[config.mk]
export PLATFORM = sky130hd
export DESIGN_NAME = demux_scan_sequencer_flat
export DESIGN_NICKNAME = d
export VERILOG_FILES = /design/src/rtl/demux_scan_sequencer_if.sv /design/src/rtl/demux_scan_sequencer.sv /design/src/flat_wrapper.sv
export SDC_FILE = /design/constraint.sdc
export NUM_CORES = 1
export LEC_CHECK = 0
export CAP_MARGIN = 20
export CORE_UTILIZATION = 60
export DETAILED_ROUTE_END_ITERATION = 16
export DONT_BUFFER_PORTS = 1
export GPL_TIMING_DRIVEN = 0
export PLACE_DENSITY_LB_ADDON = 0.15
export SYNTH_ARGS = -nofsm -noshare
export SYNTH_HDL_FRONTEND = slang
export SYNTH_SLANG_ARGS = --single-unit
[constraint.sdc]
create_clock -name clk_i -period 5.3 [get_ports clk_i]
set_input_delay 1.06 -clock clk_i [delete_from_list [all_inputs] [get_ports clk_i]]
set_output_delay 1.06 -clock clk_i [all_outputs]
set_load 0.05 [all_outputs]
[src/rtl/demux_scan_sequencer_if.sv]
// Handshake/data bundle between a scan controller and demux_scan_sequencer.
// Purely combinational wiring; no latency of its own.
// No backpressure: every request is sampled once per clock by the sequencer.
// Signals: start/stop/cont/ch_mask/din are requests into the sequencer;
//          s1/s0/y/busy/frame_done/err are the sequencer's registered outputs.
interface demux_scan_sequencer_if;
    logic       start;
    logic       stop;
    logic       cont;
    logic [3:0] ch_mask;
    logic       din;
    logic       s0;
    logic       s1;
    logic       y;
    logic       busy;
    logic       frame_done;
    logic       err;

    // Controller side: drives requests, observes the demux controls.
    modport master (
        output start, stop, cont, ch_mask, din,
        input  s0, s1, y, busy, frame_done, err
    );

    // Sequencer side.
    modport slave (
        input  start, stop, cont, ch_mask, din,
        output s0, s1, y, busy, frame_done, err
    );
endinterface

[src/rtl/demux_scan_sequencer.sv]
// Round-robin scan of the enabled 1:4 demux channels, DWELL cycles per channel, din gated onto y.
// Latency: select/busy one cycle after start; y(t+1) = din(t) while scanning.
// No backpressure: start is dropped outside IDLE, stop takes effect at the next frame boundary.
// Ports: clk_i, rst_i (sync, active-high); bus (slave modport) carries
//        start/stop/cont/ch_mask/din in and s1/s0/y/busy/frame_done/err out, all outputs registered.
module demux_scan_sequencer #(
    parameter int DWELL = 4,
    parameter int CNT_W = 8
) (
    input  logic                  clk_i,
    input  logic                  rst_i,
    demux_scan_sequencer_if.slave bus
);

    localparam logic [CNT_W-1:0] CNT_LAST = CNT_W'(DWELL - 1);
    localparam logic [CNT_W-1:0] CNT_ONE  = CNT_W'(1);

    typedef enum logic {
        IDLE = 1'b0,
        RUN  = 1'b1
    } state_t;

    state_t           state_q, state_d;
    logic [CNT_W-1:0] cnt_q, cnt_d;
    logic [1:0]       sel_q, sel_d;
    logic [3:0]       mask_q, mask_d;
    logic             stop_pend_q, stop_pend_d;
    logic             y_q, y_d;
    logic             busy_q, busy_d;
    logic             done_q, done_d;
    logic             err_q, err_d;

    // Lowest enabled channel of a mask (0 when the mask is empty).
    function automatic logic [1:0] lowest_ch(input logic [3:0] m);
        lowest_ch = 2'd0;
        for (int i = 3; i >= 0; i--) begin
            if (m[i]) lowest_ch = 2'(i);
        end
    endfunction

    // True when some enabled channel sits above ch.
    function automatic logic has_above(input logic [3:0] m, input logic [1:0] ch);
        has_above = 1'b0;
        for (int i = 0; i < 4; i++) begin
            if (m[i] && (i > int'(ch))) has_above = 1'b1;
        end
    endfunction

    // Next enabled channel above ch; only meaningful when has_above() is true.
    function automatic logic [1:0] next_above(input logic [3:0] m, input logic [1:0] ch);
        next_above = ch;
        for (int i = 3; i >= 0; i--) begin
            if (m[i] && (i > int'(ch))) next_above = 2'(i);
        end
    endfunction

    always_comb begin
        state_d     = state_q;
        cnt_d       = cnt_q;
        sel_d       = sel_q;
        mask_d      = mask_q;
        stop_pend_d = stop_pend_q;
        err_d       = 1'b0;

        case (state_q)
            IDLE: begin
                cnt_d = '0;
                sel_d = 2'd0;
                if (bus.start) begin
                    if (bus.ch_mask != 4'd0) begin
                        mask_d      = bus.ch_mask;
                        stop_pend_d = 1'b0;
                        sel_d       = lowest_ch(bus.ch_mask);
                        state_d     = RUN;
                    end else begin
                        err_d = 1'b1;
                    end
                end
            end

            RUN: begin
                if (bus.stop) stop_pend_d = 1'b1;

                if (cnt_q == CNT_LAST) begin
                    cnt_d = '0;
                    if (has_above(mask_q, sel_q)) begin
                        sel_d = next_above(mask_q, sel_q);
                    end else if (bus.cont && !stop_pend_q && !bus.stop) begin
                        // Frame boundary in continuous mode: a stop arriving on this
                        // very cycle still ends scanning here.
                        if (bus.ch_mask != 4'd0) begin
                            mask_d = bus.ch_mask;
                            sel_d  = lowest_ch(bus.ch_mask);
                        end else begin
                            err_d   = 1'b1;
                            sel_d   = 2'd0;
                            state_d = IDLE;
                        end
                    end else begin
                        sel_d   = 2'd0;
                        state_d = IDLE;
                    end
                end else begin
                    cnt_d = cnt_q + CNT_ONE;
                end
            end

            default: begin
                state_d = IDLE;
                cnt_d   = '0;
                sel_d   = 2'd0;
            end
        endcase

        // Outputs are registered, so they are derived from the next-state values.
        busy_d = (state_d == RUN);
        y_d    = busy_d & bus.din;
        done_d = busy_d && (cnt_d == CNT_LAST) && !has_above(mask_d, sel_d);
    end

    always_ff @(posedge clk_i) begin
        if (rst_i) begin
            state_q     <= IDLE;
            cnt_q       <= '0;
            sel_q       <= 2'd0;
            mask_q      <= 4'd0;
            stop_pend_q <= 1'b0;
            y_q         <= 1'b0;
            busy_q      <= 1'b0;
            done_q      <= 1'b0;
            err_q       <= 1'b0;
        end else begin
            state_q     <= state_d;
            cnt_q       <= cnt_d;
            sel_q       <= sel_d;
            mask_q      <= mask_d;
            stop_pend_q <= stop_pend_d;
            y_q         <= y_d;
            busy_q      <= busy_d;
            done_q      <= done_d;
            err_q       <= err_d;
        end
    end

    assign bus.s1         = sel_q[1];
    assign bus.s0         = sel_q[0];
    assign bus.y          = y_q;
    assign bus.busy       = busy_q;
    assign bus.frame_done = done_q;
    assign bus.err        = err_q;

endmodule

[src/flat_wrapper.sv]
// flat-port wrapper written by rule: the top's interface ports become plain ports
module demux_scan_sequencer_flat 
#(
    parameter int DWELL = 4,
    parameter int CNT_W = 8
)
  (clk_i, rst_i, bus_start, bus_stop, bus_cont, bus_ch_mask, bus_din, bus_s0, bus_s1, bus_y, bus_busy, bus_frame_done, bus_err);
  demux_scan_sequencer_if bus_i ();
  input  logic clk_i;
  input  logic rst_i;
  input wire logic [$bits(bus_i.start)-1:0] bus_start;
  input wire logic [$bits(bus_i.stop)-1:0] bus_stop;
  input wire logic [$bits(bus_i.cont)-1:0] bus_cont;
  input wire logic [$bits(bus_i.ch_mask)-1:0] bus_ch_mask;
  input wire logic [$bits(bus_i.din)-1:0] bus_din;
  output wire logic [$bits(bus_i.s0)-1:0] bus_s0;
  output wire logic [$bits(bus_i.s1)-1:0] bus_s1;
  output wire logic [$bits(bus_i.y)-1:0] bus_y;
  output wire logic [$bits(bus_i.busy)-1:0] bus_busy;
  output wire logic [$bits(bus_i.frame_done)-1:0] bus_frame_done;
  output wire logic [$bits(bus_i.err)-1:0] bus_err;
  assign bus_i.start = bus_start;
  assign bus_i.stop = bus_stop;
  assign bus_i.cont = bus_cont;
  assign bus_i.ch_mask = bus_ch_mask;
  assign bus_i.din = bus_din;
  assign bus_s0 = bus_i.s0;
  assign bus_s1 = bus_i.s1;
  assign bus_y = bus_i.y;
  assign bus_busy = bus_i.busy;
  assign bus_frame_done = bus_i.frame_done;
  assign bus_err = bus_i.err;
  demux_scan_sequencer #(.DWELL(DWELL), .CNT_W(CNT_W)) u_core (.clk_i(clk_i), .rst_i(rst_i), .bus(bus_i));
endmodule
==> run metrics <==
layout cells sized above 1 0.0901; Total Wirelength 1750 um; net switching power 62.4 uW; number of buffers and inverters on the critical path 1; # rows 13; CTS max path bufs 2; combinational power share 0.094; clock root buffer clkbuf_4; CP top delay family compound AO/OA/AOI/OAI gates; Starting Density 0.675; drt first-iter violations 18; Seq cells post-synth 18; Flop pwr share 0.584; Main synth FF type dfxtp_1; Synth Warn # 0; Post-synth EDFFs 0; Post-Syn Nets 118; Seq/Total Area, Yosys 0.396; final count of hold timing violations 0; Crit path arrival time 2.59 ns; fraction of registers with async set/reset 0; Die ar. 1680 sq um; max-cap violations 0; Period minus WS final 2.37 ns; Internal 190 uW; final period utilization 0.448; Total GRT Usage 0.223; synthesized area per cell 8.51 sq um; TritonCTS clock tree yes; Die X 41.0 um; Synth Cell Area 911 sq um; diode count 0; crit path cell chain clkbuf_1 -> a21boi_0 -> nand4_1 -> a32oi_1 -> o21ai_1 -> a211oi_2; area delta synth->final 6.04%; initial antenna violation count 0; Peak VDD IR 0.000165 V; DRC Markers 0; CTS resizes 0; wire length of the first global-routing pass 2400 um; Clock Power Share 0.322; drt pass-1 iters 4; Post-CTS Setup Bufs 0; Worst Max-Slew Pin Slew 0.642 ns; CP startpoint kind flip-flop; H-tree lvl count 1; Worst Setup End Kind flip-flop; status finished clean; slowest CP cell dfxtp_1; clk sink count 18; final net count 123; vias per cell 6.04; largest net degree at the start of global routing 11; Finish-stage setup viols 0; Port Buffer Count 0; Hold Path Class reg -> reg; ANT nets after route 0; TNS Setup 0 ns; Final GP Congestion 0.661; RSZ-0062 raised after global routing false; die height 41.0 um; DR WL/cell 13.9 um; Rel. slew slack 0.571; fin. max-slew vios 0; Yosys top cell by area dfxtp_1; Clock Latency Late Sink 0.29 ns; Crit path required time 5.51 ns; top cell type's share of synthesized area 0.396; DP HPWL 1330 um; Power, Total 253 uW; Post-Synthesis Cells 107; CORE AREA 1350 sq um; fill cell count 111; PD cells 262 nW/um^2; Netlist cell types 36; Worst-path clk slew 0.10 ns; remaining global-route overflow 0; maximum clock frequency 0.421 GHz; leakage 0.000369 uW; sw frac 0.247; top cells by area, synth dfxtp_1 (40%), nor2_1 (8.2%), xnor2_1 (4.8%), a32oi_1 (2.9%), xor2_1 (2.9%); Hold Buf Count CTS 0; DR vias 761; crit-path max cell delay 0.65 ns; Storage cell area 360 sq um; multi-input logic area 514 sq um; CTS buffer count 3; io pins 16; largest fanout on the critical path 8; Setup Skew 0.00852 ns; crit path kind reg -> reg; vias in the first global route 621
-- power groups by stage --
stage,registers (uW),logic [uW],clock network [uW]
finish,148,23.7,81.4
detailed placement,151,23.4,0
global placement,151,22.9,0
floorplan,150,19.3,0
CTS,148,23.5,85.2
global route,148,26.4,88.7
-- synthesized netlist by cell type (all sizes together) (3+ instances only) --
library cell,n
nor2,20
dfxtp,18
nand2,6
o21ai,6
inv,5
xnor2,5
a21oi,3
a22oi,3
a32oi,3
and2,3
nor3b,3
xor2,3
-- flip-flops by register name, indices dropped and copies added, names as in the netlist --
name,cells
u_core.bus.err,1
u_core.cnt_q,8
u_core.bus.y,1
u_core.state_q,1
u_core.stop_pend_q,1
u_core.mask_q,3
u_core.bus.frame_done,1
u_core.sel_q,2
-- cell families (layout without fill, tap and decap cells) --
logic type               after synthesis  count (layout)  synth area share
adder cells (fa/ha/maj)                1               1            0.0137
XOR/XNOR                               8               8            0.0769
buffers and inverters                  9              13            0.0398
AND/OR/NAND/NOR                       47              47             0.284
AO/OA/AOI/OAI                         24              24             0.190
flip-flops                            18              18             0.396
-- area by class of cell --
cell class | instances | share of cell area
buffer | 4 | 0.0181
multi-input combinational | 80 | 0.532
tap | 15 | 0.0194
clock buffer | 4 | 0.0376
sequential | 18 | 0.373
inverter | 5 | 0.0194
-- layout by cell type (no fill, tap or decap), types with 2 or more instances in the layout --
cell type | synthesis | layout
a21oi_1 | 3 | 3
a22oi_1 | 3 | 3
a32oi_1 | 3 | 3
and2_1 | 3 | 3
and3_1 | 2 | 2
buf_2 | 2 | 2
clkbuf_1 | 2 | 2
clkbuf_4 | 0 | 3
dfxtp_1 | 18 | 18
inv_1 | 5 | 5
nand2_1 | 5 | 5
nand3_1 | 2 | 2
nand4_1 | 2 | 2
nor2_1 | 20 | 20
nor2b_1 | 2 | 2
nor3_1 | 2 | 2
nor3b_1 | 2 | 2
o21ai_0 | 5 | 5
or4_1 | 2 | 2
xnor2_1 | 5 | 5
xor2_1 | 3 | 3
-- through the flow --
step           std cells  area [sq um]   util  hold WS (ns)  setup slack, ns
3_5_place_dp         122           930  0.689         0.453             2.68
3_3_place_gp         122           930  0.689         0.443             2.67
4_1_cts              126           966  0.715         0.476             2.98
6_report             126           966  0.715         0.482             2.93
2_1_floorplan        107           911      -         0.426             2.78
5_1_grt              126           966  0.715         0.494             2.77
-- layer usage --
layer  global-route usage  routed length, um
met5                    0                  0
met2                0.379                896
met1                0.253                771
met4                0.150                 27
met3               0.0326                 55
-- path summary, 6_finish.rpt --
| kind | from | endpoint | slack (ns) | cells after the start |
|---|---|---|---|---|
| setup / recovery | u_core.state_q$_SDFF_PP0_ | u_core.bus.frame_done$_SDFF_PP0_ | 2.93 | 6 |
| hold / removal | u_core.cnt_q[0]$_SDFF_PP0_ | u_core.cnt_q[0]$_SDFF_PP0_ | 0.48 | 1 |
| setup reg to reg | u_core.state_q$_SDFF_PP0_ | u_core.bus.frame_done$_SDFF_PP0_ | 2.93 | 6 |
| hold reg to reg | u_core.cnt_q[0]$_SDFF_PP0_ | u_core.cnt_q[0]$_SDFF_PP0_ | 0.48 | 1 |
(Power assumes the default switching activity.)
